===== src/rtl/branch_sequencer_if.sv =====
// Interface bundling the branch sequencer's instruction/status inputs and
// its control, decision and debug-state outputs.
//   slave  : the sequencer itself
//   master : the side issuing branch instructions and consuming controls
//
// Handshake: start is a request qualifier that the sequencer samples only
// while state==IDLE (busy==0); a start seen in any other state is dropped,
// never queued. Completion is signalled by a one-cycle done pulse, with
// taken (and illegal, for bad encodings) valid only while done==1.
interface branch_sequencer_if #(
    parameter int K_WIDTH = 64
);
    logic                start;
    logic [31:0]         instruction;
    logic [3:0]          status;
    logic                busy;
    logic                done;
    logic                illegal;
    logic                taken;
    logic [30:0]         controlWord;
    logic [K_WIDTH-1:0]  K;
    logic [1:0]          state;

    modport slave (
        input  start,
        input  instruction,
        input  status,
        output busy,
        output done,
        output illegal,
        output taken,
        output controlWord,
        output K,
        output state
    );

    modport master (
        output start,
        output instruction,
        output status,
        input  busy,
        input  done,
        input  illegal,
        input  taken,
        input  controlWord,
        input  K,
        input  state
    );
endinterface


===== src/rtl/branch_sequencer.sv =====
// Multi-cycle control-word generator for the branch class (CBZ, CBNZ,
// B.cond, B and optionally BL). It latches a branch instruction, walks a
// small FSM, drives the datapath control word and K offset, and resolves
// the branch-taken decision from the status flags.
//
// Build option: define BRANCH_LINK_EN to support BL through a LINK state
// that writes PC+4 into X30. Without it BL is reported as illegal and the
// LINK encoding (2'b10) is never produced.
//
// Control word layout (bit 30 down to 0):
//   {Psel[1:0], DA[4:0], SA[4:0], SB[4:0], Fsel[4:0],
//    regW, ramW, EN_MEM, EN_ALU, EN_B, EN_PC, Bsel, PCsel, SL}
module branch_sequencer #(
    parameter int K_WIDTH     = 64,
    parameter int TEST_CYCLES = 1
) (
    input  logic               clock,
    input  logic               reset_n,
    branch_sequencer_if.slave  bus
);

    // FSM encodings, also exported on bus.state for observation
    localparam logic [1:0] S_IDLE    = 2'b00;
    localparam logic [1:0] S_TEST    = 2'b01;
    localparam logic [1:0] S_LINK    = 2'b10;
    localparam logic [1:0] S_RESOLVE = 2'b11;

    // Branch kind latched on accept; BL shares KIND_B (imm26, always taken)
    localparam logic [1:0] KIND_CBZ   = 2'd0;
    localparam logic [1:0] KIND_CBNZ  = 2'd1;
    localparam logic [1:0] KIND_BCOND = 2'd2;
    localparam logic [1:0] KIND_B     = 2'd3;

    // Counter preload: TEST lasts cnt+1 cycles, so load TEST_CYCLES-1
    localparam logic [3:0] CNT_INIT = 4'(TEST_CYCLES - 1);

    // ALU OR function used to pass Rt through for the zero test
    localparam logic [4:0] FSEL_OR = 5'b00100;
    localparam logic [4:0] REG_XZR = 5'd31;
    localparam logic [4:0] REG_LR  = 5'd30;

    logic [1:0]  state_q,   state_d;
    logic [31:0] instr_q,   instr_d;
    logic [3:0]  flags_q,   flags_d;
    logic [1:0]  kind_q,    kind_d;
    logic [3:0]  cnt_q,     cnt_d;
    logic        z_q,       z_d;
    logic        illegal_q, illegal_d;

    logic is_cbz;
    logic is_cbnz;
    logic is_bcond;
    logic is_b;
`ifdef BRANCH_LINK_EN
    logic is_bl;
`endif

    logic                flag_n, flag_z, flag_c, flag_v;
    logic [3:0]          cond;
    logic                cond_base;
    logic                bcond_taken;
    logic                taken_c;
    logic                busy_c;
    logic [K_WIDTH-1:0]  imm19_ext;
    logic [K_WIDTH-1:0]  imm26_ext;

    // Control word fields, assembled into bus.controlWord below
    logic [1:0] cw_psel;
    logic [4:0] cw_da;
    logic [4:0] cw_sa;
    logic [4:0] cw_sb;
    logic [4:0] cw_fsel;
    logic       cw_regw;
    logic       cw_en_pc;
    logic       cw_pcsel;

    // Opcode decode of the incoming instruction (only used on accept)
    always_comb begin
        is_cbz   = (bus.instruction[30:24] == 7'b0110100);
        is_cbnz  = (bus.instruction[30:24] == 7'b0110101);
        is_bcond = (bus.instruction[31:24] == 8'b01010100) && !bus.instruction[4];
        is_b     = (bus.instruction[31:26] == 6'b000101);
`ifdef BRANCH_LINK_EN
        is_bl    = (bus.instruction[31:26] == 6'b100101);
`endif
    end

    // Next-state logic: accept/decode in IDLE, settle counter in TEST
    always_comb begin
        state_d   = state_q;
        instr_d   = instr_q;
        flags_d   = flags_q;
        kind_d    = kind_q;
        cnt_d     = cnt_q;
        z_d       = z_q;
        illegal_d = 1'b0;
        case (state_q)
            S_IDLE: begin
                if (bus.start) begin
                    instr_d = bus.instruction;
                    flags_d = bus.status;
                    if (is_cbz || is_cbnz) begin
                        kind_d  = is_cbz ? KIND_CBZ : KIND_CBNZ;
                        cnt_d   = CNT_INIT;
                        state_d = S_TEST;
                    end else if (is_bcond) begin
                        kind_d  = KIND_BCOND;
                        state_d = S_RESOLVE;
                    end else if (is_b) begin
                        kind_d  = KIND_B;
                        state_d = S_RESOLVE;
`ifdef BRANCH_LINK_EN
                    end else if (is_bl) begin
                        kind_d  = KIND_B;
                        state_d = S_LINK;
`endif
                    end else begin
                        // Unsupported encoding: report and stay idle
                        illegal_d = 1'b1;
                    end
                end
            end
            S_TEST: begin
                if (cnt_q == 4'd0) begin
                    // ALU output has settled; the zero flag reflects Rt
                    z_d     = bus.status[1];
                    state_d = S_RESOLVE;
                end else begin
                    cnt_d = cnt_q - 4'd1;
                end
            end
            S_LINK: begin
`ifdef BRANCH_LINK_EN
                state_d = S_RESOLVE;
`else
                state_d = S_IDLE;
`endif
            end
            S_RESOLVE: begin
                state_d = S_IDLE;
            end
            default: begin
                state_d = S_IDLE;
            end
        endcase
    end

    // State and latched operands; reset aborts any branch in flight
    always_ff @(posedge clock or negedge reset_n) begin
        if (!reset_n) begin
            state_q   <= S_IDLE;
            instr_q   <= 32'd0;
            flags_q   <= 4'd0;
            kind_q    <= KIND_CBZ;
            cnt_q     <= 4'd0;
            z_q       <= 1'b0;
            illegal_q <= 1'b0;
        end else begin
            state_q   <= state_d;
            instr_q   <= instr_d;
            flags_q   <= flags_d;
            kind_q    <= kind_d;
            cnt_q     <= cnt_d;
            z_q       <= z_d;
            illegal_q <= illegal_d;
        end
    end

    // Condition evaluation for B.cond from the flags latched on accept
    always_comb begin
        flag_n = flags_q[0];
        flag_z = flags_q[1];
        flag_c = flags_q[2];
        flag_v = flags_q[3];
        cond   = instr_q[3:0];
        case (cond[3:1])
            3'b000:  cond_base = flag_z;
            3'b001:  cond_base = flag_c;
            3'b010:  cond_base = flag_n;
            3'b011:  cond_base = flag_v;
            3'b100:  cond_base = flag_c & ~flag_z;
            3'b101:  cond_base = (flag_n == flag_v);
            3'b110:  cond_base = ~flag_z & (flag_n == flag_v);
            default: cond_base = 1'b1;
        endcase
        // cond=1111 is "always" too, so it must not be inverted
        if (cond == 4'b1111) begin
            bcond_taken = 1'b1;
        end else begin
            bcond_taken = cond_base ^ cond[0];
        end
    end

    // Branch decision per kind; Z for CB* comes from the TEST capture
    always_comb begin
        case (kind_q)
            KIND_CBZ:   taken_c = z_q;
            KIND_CBNZ:  taken_c = ~z_q;
            KIND_BCOND: taken_c = bcond_taken;
            default:    taken_c = 1'b1;
        endcase
    end

    // Control word fields per state; IDLE is an all-zero NOP holding PC
    always_comb begin
        cw_psel  = 2'b00;
        cw_da    = 5'd0;
        cw_sa    = 5'd0;
        cw_sb    = 5'd0;
        cw_fsel  = 5'd0;
        cw_regw  = 1'b0;
        cw_en_pc = 1'b0;
        cw_pcsel = 1'b0;
        case (state_q)
            S_TEST: begin
                cw_sa   = REG_XZR;
                cw_sb   = instr_q[4:0];
                cw_fsel = FSEL_OR;
            end
`ifdef BRANCH_LINK_EN
            S_LINK: begin
                // Return address PC+4 goes onto the bus and into X30
                cw_da    = REG_LR;
                cw_regw  = 1'b1;
                cw_en_pc = 1'b1;
            end
`endif
            S_RESOLVE: begin
                cw_psel  = {taken_c, 1'b1};
                cw_da    = REG_XZR;
                cw_sa    = REG_XZR;
                cw_sb    = ((kind_q == KIND_CBZ) || (kind_q == KIND_CBNZ)) ?
                           instr_q[4:0] : REG_XZR;
                cw_pcsel = 1'b1;
            end
            default: begin
                cw_psel = 2'b00;
            end
        endcase
    end

    // Sign-extended word offsets for the two immediate formats
    assign imm19_ext = {{(K_WIDTH - 19){instr_q[23]}}, instr_q[23:5]};
    assign imm26_ext = {{(K_WIDTH - 26){instr_q[25]}}, instr_q[25:0]};

    assign busy_c = (state_q != S_IDLE);

    assign bus.state       = state_q;
    assign bus.busy        = busy_c;
    assign bus.done        = (state_q == S_RESOLVE) || illegal_q;
    assign bus.illegal     = illegal_q;
    assign bus.taken       = (state_q == S_RESOLVE) && taken_c;
    assign bus.K           = !busy_c ? '0 :
                             (kind_q == KIND_B) ? imm26_ext : imm19_ext;
    assign bus.controlWord = {cw_psel, cw_da, cw_sa, cw_sb, cw_fsel,
                              cw_regw, 1'b0, 1'b0, 1'b0, 1'b0,
                              cw_en_pc, 1'b0, cw_pcsel, 1'b0};

endmodule


===== src/flat_wrapper.sv =====
// flat-port wrapper written by rule: the top's interface ports become plain ports
module branch_sequencer_flat 
#(
    parameter int K_WIDTH     = 64,
    parameter int TEST_CYCLES = 1
)
  (clock, reset_n, bus_start, bus_instruction, bus_status, bus_busy, bus_done, bus_illegal, bus_taken, bus_controlWord, bus_K, bus_state);
  branch_sequencer_if #(.K_WIDTH(K_WIDTH)) bus_i ();
  input  logic clock;
  input  logic reset_n;
  input wire logic [$bits(bus_i.start)-1:0] bus_start;
  input wire logic [$bits(bus_i.instruction)-1:0] bus_instruction;
  input wire logic [$bits(bus_i.status)-1:0] bus_status;
  output wire logic [$bits(bus_i.busy)-1:0] bus_busy;
  output wire logic [$bits(bus_i.done)-1:0] bus_done;
  output wire logic [$bits(bus_i.illegal)-1:0] bus_illegal;
  output wire logic [$bits(bus_i.taken)-1:0] bus_taken;
  output wire logic [$bits(bus_i.controlWord)-1:0] bus_controlWord;
  output wire logic [$bits(bus_i.K)-1:0] bus_K;
  output wire logic [$bits(bus_i.state)-1:0] bus_state;
  assign bus_i.start = bus_start;
  assign bus_i.instruction = bus_instruction;
  assign bus_i.status = bus_status;
  assign bus_busy = bus_i.busy;
  assign bus_done = bus_i.done;
  assign bus_illegal = bus_i.illegal;
  assign bus_taken = bus_i.taken;
  assign bus_controlWord = bus_i.controlWord;
  assign bus_K = bus_i.K;
  assign bus_state = bus_i.state;
  branch_sequencer #(.K_WIDTH(K_WIDTH), .TEST_CYCLES(TEST_CYCLES)) u_core (.clock(clock), .reset_n(reset_n), .bus(bus_i));
endmodule

===== config.mk =====
export PLATFORM = sky130hd
export DESIGN_NAME = branch_sequencer_flat
export DESIGN_NICKNAME = d
export VERILOG_FILES = /design/src/rtl/branch_sequencer_if.sv /design/src/rtl/branch_sequencer.sv /design/src/flat_wrapper.sv
export SDC_FILE = /design/constraint.sdc
export NUM_CORES = 1
export LEC_CHECK = 0
export ABC_CLOCK_PERIOD_IN_PS = 5900
export CELL_PAD_IN_SITES_DETAIL_PLACEMENT = 1
export CELL_PAD_IN_SITES_GLOBAL_PLACEMENT = 1
export CORE_AREA = 10 10 105 107
export DETAILED_ROUTE_END_ITERATION = 6
export DIE_AREA = 0 0 115 117
export GPL_ROUTABILITY_DRIVEN = 0
export GPL_TIMING_DRIVEN = 0
export HOLD_SLACK_MARGIN = 0.06
export PLACE_DENSITY_LB_ADDON = 0.1
export SETUP_SLACK_MARGIN = 0.02
export SYNTH_ARGS = -nofsm -noshare
export SYNTH_HDL_FRONTEND = slang
export SYNTH_SLANG_ARGS = --single-unit

===== constraint.sdc =====
create_clock -name clock -period 5.9 [get_ports clock]
set_input_delay 1.77 -clock clock [delete_from_list [all_inputs] [get_ports clock]]
set_output_delay 1.77 -clock clock [all_outputs]
set_load 0.02 [all_outputs]

==> results of run 1 <==
-- stage by stage --
stage,utilization,total power [mW]
2_1_floorplan,-,1.411
3_3_place_gp,0.4620,2.007
3_5_place_dp,0.4649,2.035
4_1_cts,0.4789,2.295
5_1_grt,0.4789,2.435
6_report,0.4789,2.259
-- power by group --
group / switching (mW) / total, mW / leakage, nW / internal, mW
Sequential: 0.115 / 0.518 / 0.473 / 0.403
Combinational: 0.750 / 1.49 / 1.35 / 0.740
Clock: 0.102 / 0.252 / 0.0645 / 0.149
-- layout make-up --
| cell class | count | share of cell area |
|---|---|---|
| inverter | 9 | 0.007819 |
| tap | 111 | 0.03215 |
| multi-input combinational | 186 | 0.2769 |
| timing repair buffer | 128 | 0.2977 |
| clock buffer | 7 | 0.02230 |
| sequential | 40 | 0.2317 |
| clock inverter | 1 | 0.006950 |
| buffer | 76 | 0.1245 |
-- worst max-delay path, delay by kind of cell (launching register included) --
family	cells	cell delay, ns
buffers and inverters	2	0.86
AO/OA/AOI/OAI	1	0.81
AND/OR/NAND/NOR	2	0.64
flip-flops	1	0.44
-- registers in the layout, summed over array words and instances, names as in the netlist --
register	cells
u_core.instr_q	26
u_core.kind_q	2
u_core.flags_q	4
u_core.bus.state	2
u_core.cnt_q	4
u_core.bus.illegal	1
u_core.z_q	1
-- worst paths after layout --
path                                     from            endpoint  slack [ns]
max in group asynchronous             reset_n   u_core.instr_q[7]        4.04
min in group asynchronous             reset_n     u_core.cnt_q[1]        1.38
min reg2reg                u_core.instr_q[25]  u_core.instr_q[25]        0.52
max                          u_core.kind_q[1]           bus_K[32]        1.06
min                        u_core.instr_q[25]  u_core.instr_q[25]        0.52
max reg2reg                   u_core.cnt_q[0]          u_core.z_q        3.97
-- kinds of logic after synthesis --
kind of cell,Yosys count
and+or+nand+nor,85
buffers and inverters,85
AOI/OAI and AO/OA,54
DFF,40
muxes,32
xor gates and xnor gates,2
adders and majority gates,1
other,1
-- layer usage --
| metal | GRT usage | up-vias | share of wire |
|---|---|---|---|
| met5 | 0 | - | 0 |
| met4 | 0.03218 | 0 | 0.0065 |
| met3 | 0.04485 | 5 | 0.079 |
| met2 | 0.2331 | 78 | 0.49 |
| met1 | 0.1627 | 1167 | 0.42 |
| li1 | - | 1225 | - |
-- cells in the final DEF, fill, tap and decap left out, types with 2 or more instances in the layout --
cell type        synthesis  layout
clkdlybuf4s50_1          0     126
buf_4                   64      64
nand2_1                 51      51
dfrtp_1                 40      40
a21oi_1                 32      31
mux2_2                  28      28
conb_1                   1      12
inv_1                    9       9
clkbuf_1                 7       7
clkbuf_8                 0       7
o21ai_0                  6       6
buf_2                    4       5
o21a_1                   5       5
nor3_1                   5       5
nor2_1                   4       4
nand3_1                  4       4
and2_1                   3       3
o2bb2ai_1                3       3
nor2_4                   2       2
o21bai_1                 2       2
mux2i_1                  2       2
nor3b_1                  2       2
nand4b_1                 2       2
or3_4                    2       2
==> impl_metrics.yaml, run 1 <==
global_route:
  grt_pass1_wl_um: 14840
  grt_overflow: 0
  grt_max_degree: 40
  antenna_found_initial: 0
  grt_util_all_layers: 0.1368
  grt_pass1_vias: 2717
power_and_ir_drop:
  leakage_nw: 1.885
  ir_drop_mv: 0.1959
  power.density_nw_per_um2: 522.9
synthesis:
  yosysWarnings: 0
  synthFlopType: "dfrtp_1"
  ys_seq_area_frac: 0.3685
  synth.distinct_cells: 44
  synth-xor-area-share: 0.006449
  synth_fa_ha_area_frac: 0.004606
  synth_compound_area_frac: 0.1170
  synthCells: 300
  synth_area_um2: 2716
  postSynthRegisterBits: 40
  synth_simple_gate_area_frac: 0.1585
  synth_top_area_cell: "dfrtp_1"
  synth_common_cells: "64 x buf_4, 51 x nand2_1, 40 x dfrtp_1, 32 x a21oi_1, 28 x mux2_2"
  yosysMostFrequentCell: "buf_4"
  synthMuxAreaShare: 0.1331
  synth_edf_count: 0
  synth_top_family_by_area: "buffers and inverters"
  avgSynthCellArea_um2: 9.055
  synthArstFlopShare: 1.000
  ys_top_cells_by_area: "dfrtp_1 37%, buf_4 18%, mux2_2 12%, nand2_1 7.0%, a21oi_1 5.9%"
  yosys.area.top_type_share: 0.3685
floorplanning:
  initial_core_util: 0.3011
  coreArea_um2: 9021
  row_count: 35
  dieWidth_um: 115
  die_area_um2: 13460
  fp.dieH_um: 117
  io_pins: 140
cts:
  cts_setup_buffers: 0
  cts_resized: 0
  clock-root-buffer: "clkbuf_8"
  cts_made_buffers: 5
  cts.path.max_buffers: 2
  cts_sinks: 40
  worstSkewPairLatency_ns: 0.30
  cts.hold.buffers_added: 0
  clkTransAtPathRegs_ns: 0.08
  htreeDepth: 2
  cts_tree: "built"
worst_setup_path:
  r2r_cells: 5
  end_kind: "primary output"
  crit_required_ns: 4.13
  worstPathMaxFanout: 39
  cp_slowest_cell: "a21oi_4"
  critical_path_class: "reg2out"
  cp_common_cell: "nand2_1"
  path_cells: "nand2_1, nand2_1, a21oi_4, buf_4, clkdlybuf4s50_1"
  crit_arrival_ns: 3.07
  critPathMaxStageDelay_ns: 0.81
  critPathLaunchType: "flop"
detailed_routing:
  drc: 0
  viasPerCell: 4.435
  drt_iter0_drc: 54
  detail-route-antenna-nets: 0
  routed_wl_um: 9345
  drt_pass1_iterations: 4
  wl_per_cell_um: 16.75
  vias: 2475
timing:
  drv_slew: 0
  fin_ws_ns: 1.062
  rsz0062_at_grt: "false"
  tightest_slew_ns: 0.9334
  fin_tns_setup_ns: 0
  holdWs_ns: 0.5192
  fin_skew_ns: 0.009263
  hold_viol_final: 0
  fmax_mhz: 206.7
  period_minus_slack_ns: 4.838
  max_slew_margin: 0.3763
  fin_crit_sh: 0.8201
  finalSetupViolCount: 0
worst_hold_path:
  hold_path_depth: 1
  hp-class: "reg2reg"
outcome:
  status: "finished, final reports clean"
placed_design:
  post_dp_cell_area_um2: 4194
  place_hpwl_um: 7656
  post-place-ws_ns: 1.369
  io_buffers: 127
  dp.cells: 550
flow_run:
  drv_cap: 0
cells_and_area:
  ff_latch_area_um2: 1001
  diodes: 0
  layout.nets: 486
  postLayoutCellArea_um2: 4320
  n_fill_cell: 1069
  area_delta_synth_final_pct: 59.05
  multi_input_area_um2: 1196
  stdcell_count: 558
  drive_above_1_share: 0.2640
Note: power is estimated with default switching activity, not from simulation.
==> inputs of run 2 (changes only) <==
--- a/config.mk
+++ b/config.mk
@@ -5,12 +5,12 @@
 export SDC_FILE = /design/constraint.sdc
 export NUM_CORES = 1
 export LEC_CHECK = 0
-export ABC_CLOCK_PERIOD_IN_PS = 5900
+export ABC_CLOCK_PERIOD_IN_PS = 4850
 export CELL_PAD_IN_SITES_DETAIL_PLACEMENT = 1
 export CELL_PAD_IN_SITES_GLOBAL_PLACEMENT = 1
-export CORE_AREA = 10 10 105 107
+export CORE_AREA = 10 10 108 110
 export DETAILED_ROUTE_END_ITERATION = 6
-export DIE_AREA = 0 0 115 117
+export DIE_AREA = 0 0 118 120
 export GPL_ROUTABILITY_DRIVEN = 0
 export GPL_TIMING_DRIVEN = 0
 export HOLD_SLACK_MARGIN = 0.06
==> constraint.sdc (replaced) <==
create_clock -name clock -period 4.85 [get_ports clock]
set_input_delay 1.455 -clock clock [delete_from_list [all_inputs] [get_ports clock]]
set_output_delay 1.455 -clock clock [all_outputs]
set_load 0.02 [all_outputs]
==> impl_metrics.yaml, run 2 (synthesized netlist as in run 1, its figures left out) <==
global_route:
  grt_pass1_wl_um: 14900
  grt_overflow: 0
  antenna_found_initial: 0
  grt_pass1_vias: 2661
  grt_max_degree: 40
  grt_util_all_layers: 0.1291
cts:
  cts.path.max_buffers: 2
  worstSkewPairLatency_ns: 0.29
  cts_setup_buffers: 0
  cts_resized: 0
  clkTransAtPathRegs_ns: 0.09
  cts_tree: "built"
  htreeDepth: 2
  cts_made_buffers: 5
  cts.hold.buffers_added: 0
  clock-root-buffer: "clkbuf_8"
  cts_sinks: 40
worst_setup_path:
  crit_arrival_ns: 3.00
  reg2reg_from: "u_core.cnt_q[0]"
  path_cells: "nand2_1, nand2_1, a21oi_4, buf_4, clkdlybuf4s50_1"
  end_kind: "primary output"
  critPathLaunchType: "flop"
  crit_required_ns: 3.39
  r2r_cells: 5
  critical_path_class: "reg2out"
  critPathMaxStageDelay_ns: 0.77
  cp_common_cell: "nand2_1"
  rr_endpoint: "u_core.z_q"
  cp_num_buf_inv: 2
  cp_top_family: "buffers and inverters"
  worstPathMaxFanout: 39
  cp_slowest_cell: "a21oi_4"
  r2r_setup_slack_ns: 2.90
timing:
  max_slew_margin: 0.4098
  fmax_mhz: 224.3
  drv_slew: 0
  tightest_slew_ns: 0.8833
  hold_viol_final: 0
  fin_tns_setup_ns: 0
  rsz0062_at_grt: "false"
  fin_crit_sh: 0.9191
  holdWs_ns: 0.5159
  fin_skew_ns: 0.008618
  finalSetupViolCount: 0
  period_minus_slack_ns: 4.457
detailed_routing:
  drt_pass1_iterations: 4
  viasPerCell: 4.266
  routed_wl_um: 9412
  detail-route-antenna-nets: 0
  wl_per_cell_um: 16.26
  drt_iter0_drc: 89
  drc: 0
  vias: 2470
outcome:
  status: "finished, final reports clean"
cells_and_area:
  largest_reg_flops: 26
  layout_common_cells: "126 x clkdlybuf4s50_1, 64 x buf_4, 51 x nand2_1, 40 x dfrtp_1, 31 x a21oi_1"
  area_delta_synth_final_pct: 58.27
  regMostFlops: "u_core.instr_q"
  postLayoutCellArea_um2: 4299
  top_regs: "u_core.instr_q (26), u_core.cnt_q (4), u_core.flags_q (4)"
  stdcell_count: 579
  final_common_cell: "clkdlybuf4s50_1"
  layout.nets: 486
  n_fill_cell: 1140
  drive_above_1_share: 0.2601
  diodes: 0
floorplanning:
  io_pins: 140
  coreArea_um2: 9549
  row_count: 36
  dieWidth_um: 118
  die_area_um2: 14160
  initial_core_util: 0.2845
  fp.dieH_um: 120
power_and_ir_drop:
  ir_drop_mv: 0.2200
  power.density_nw_per_um2: 618.5
  leakage_nw: 1.861
placed_design:
  place_hpwl_um: 7678
  dp.cells: 572
  post_dp_cell_area_um2: 4222
  io_buffers: 127
worst_hold_path:
  min_from: "u_core.instr_q[24]"
  hp-class: "reg2reg"
  hold_path_depth: 1
  whs_endpoint: "u_core.instr_q[24]"
flow_run:
  drv_cap: 0
[run 2: changes by cell type in the layout (fill, tap and decap cells not counted)]
| cell | previous run | this run |
|---|---|---|
| clkbuf_1 | 7 | 8 |
| clkbuf_8 | 7 | 5 |
| bufinv_16 | 1 | 0 |
| clkinv_2 | 0 | 1 |
[run 2: worst max path at each step]
stage / slack, ns / endpoint / start / depth (start not counted)
floorplan: 0.56 / bus_K[26] / u_core.kind_q[1] / 4
global placement: -0.56 / bus_K[33] / u_core.kind_q[1] / 5
detailed placement: 0.65 / bus_K[30] / u_core.kind_q[1] / 5
CTS: 0.31 / bus_K[30] / u_core.kind_q[1] / 5
global route: 0.11 / bus_K[30] / u_core.kind_q[1] / 5
finish: 0.39 / bus_K[44] / u_core.kind_q[1] / 5
[run 2: report_power, final]
group	total (mW)	leakage [nW]	internal [mW]	switching [mW]
Combinational	1.81	1.35	0.899	0.910
Clock	0.217	0.0410	0.0981	0.119
Sequential	0.632	0.473	0.490	0.142
Total	2.66	1.86	1.49	1.17
[run 2: layout make-up]
cell class              instances  area [um^2]  area share
repair buffers                128         1286      0.2992
multi-input cells             186         1196      0.2782
inverters                       9        33.78    0.007858
clock inverters                 1        5.005    0.001164
well taps                     133        166.4     0.03871
plain buffers                  76        538.0      0.1251
clock buffers                   6        72.57     0.01688
flip-flops and latches         40         1001      0.2328
[run 2: stage by stage]
step / total power [mW] / utilization / setup slack (ns)
after floorplan: 1.716 / - / 0.5596
after global placement: 2.448 / 0.4393 / -0.5560
after detailed placement: 2.481 / 0.4421 / 0.6530
after CTS: 2.704 / 0.4502 / 0.3107
after global routing: 2.867 / 0.4502 / 0.1065
final: 2.659 / 0.4502 / 0.3925
[run 2: metal layers]
metal,vias to the layer above,routed length [um],GRT usage,share of wire
met2,75,4674,0.2278,0.50
met4,0,65,0.02628,0.0069
met1,1163,4105,0.1490,0.44
met3,5,566,0.04360,0.060
li1,1227,-,-,-
met5,-,0,0,0
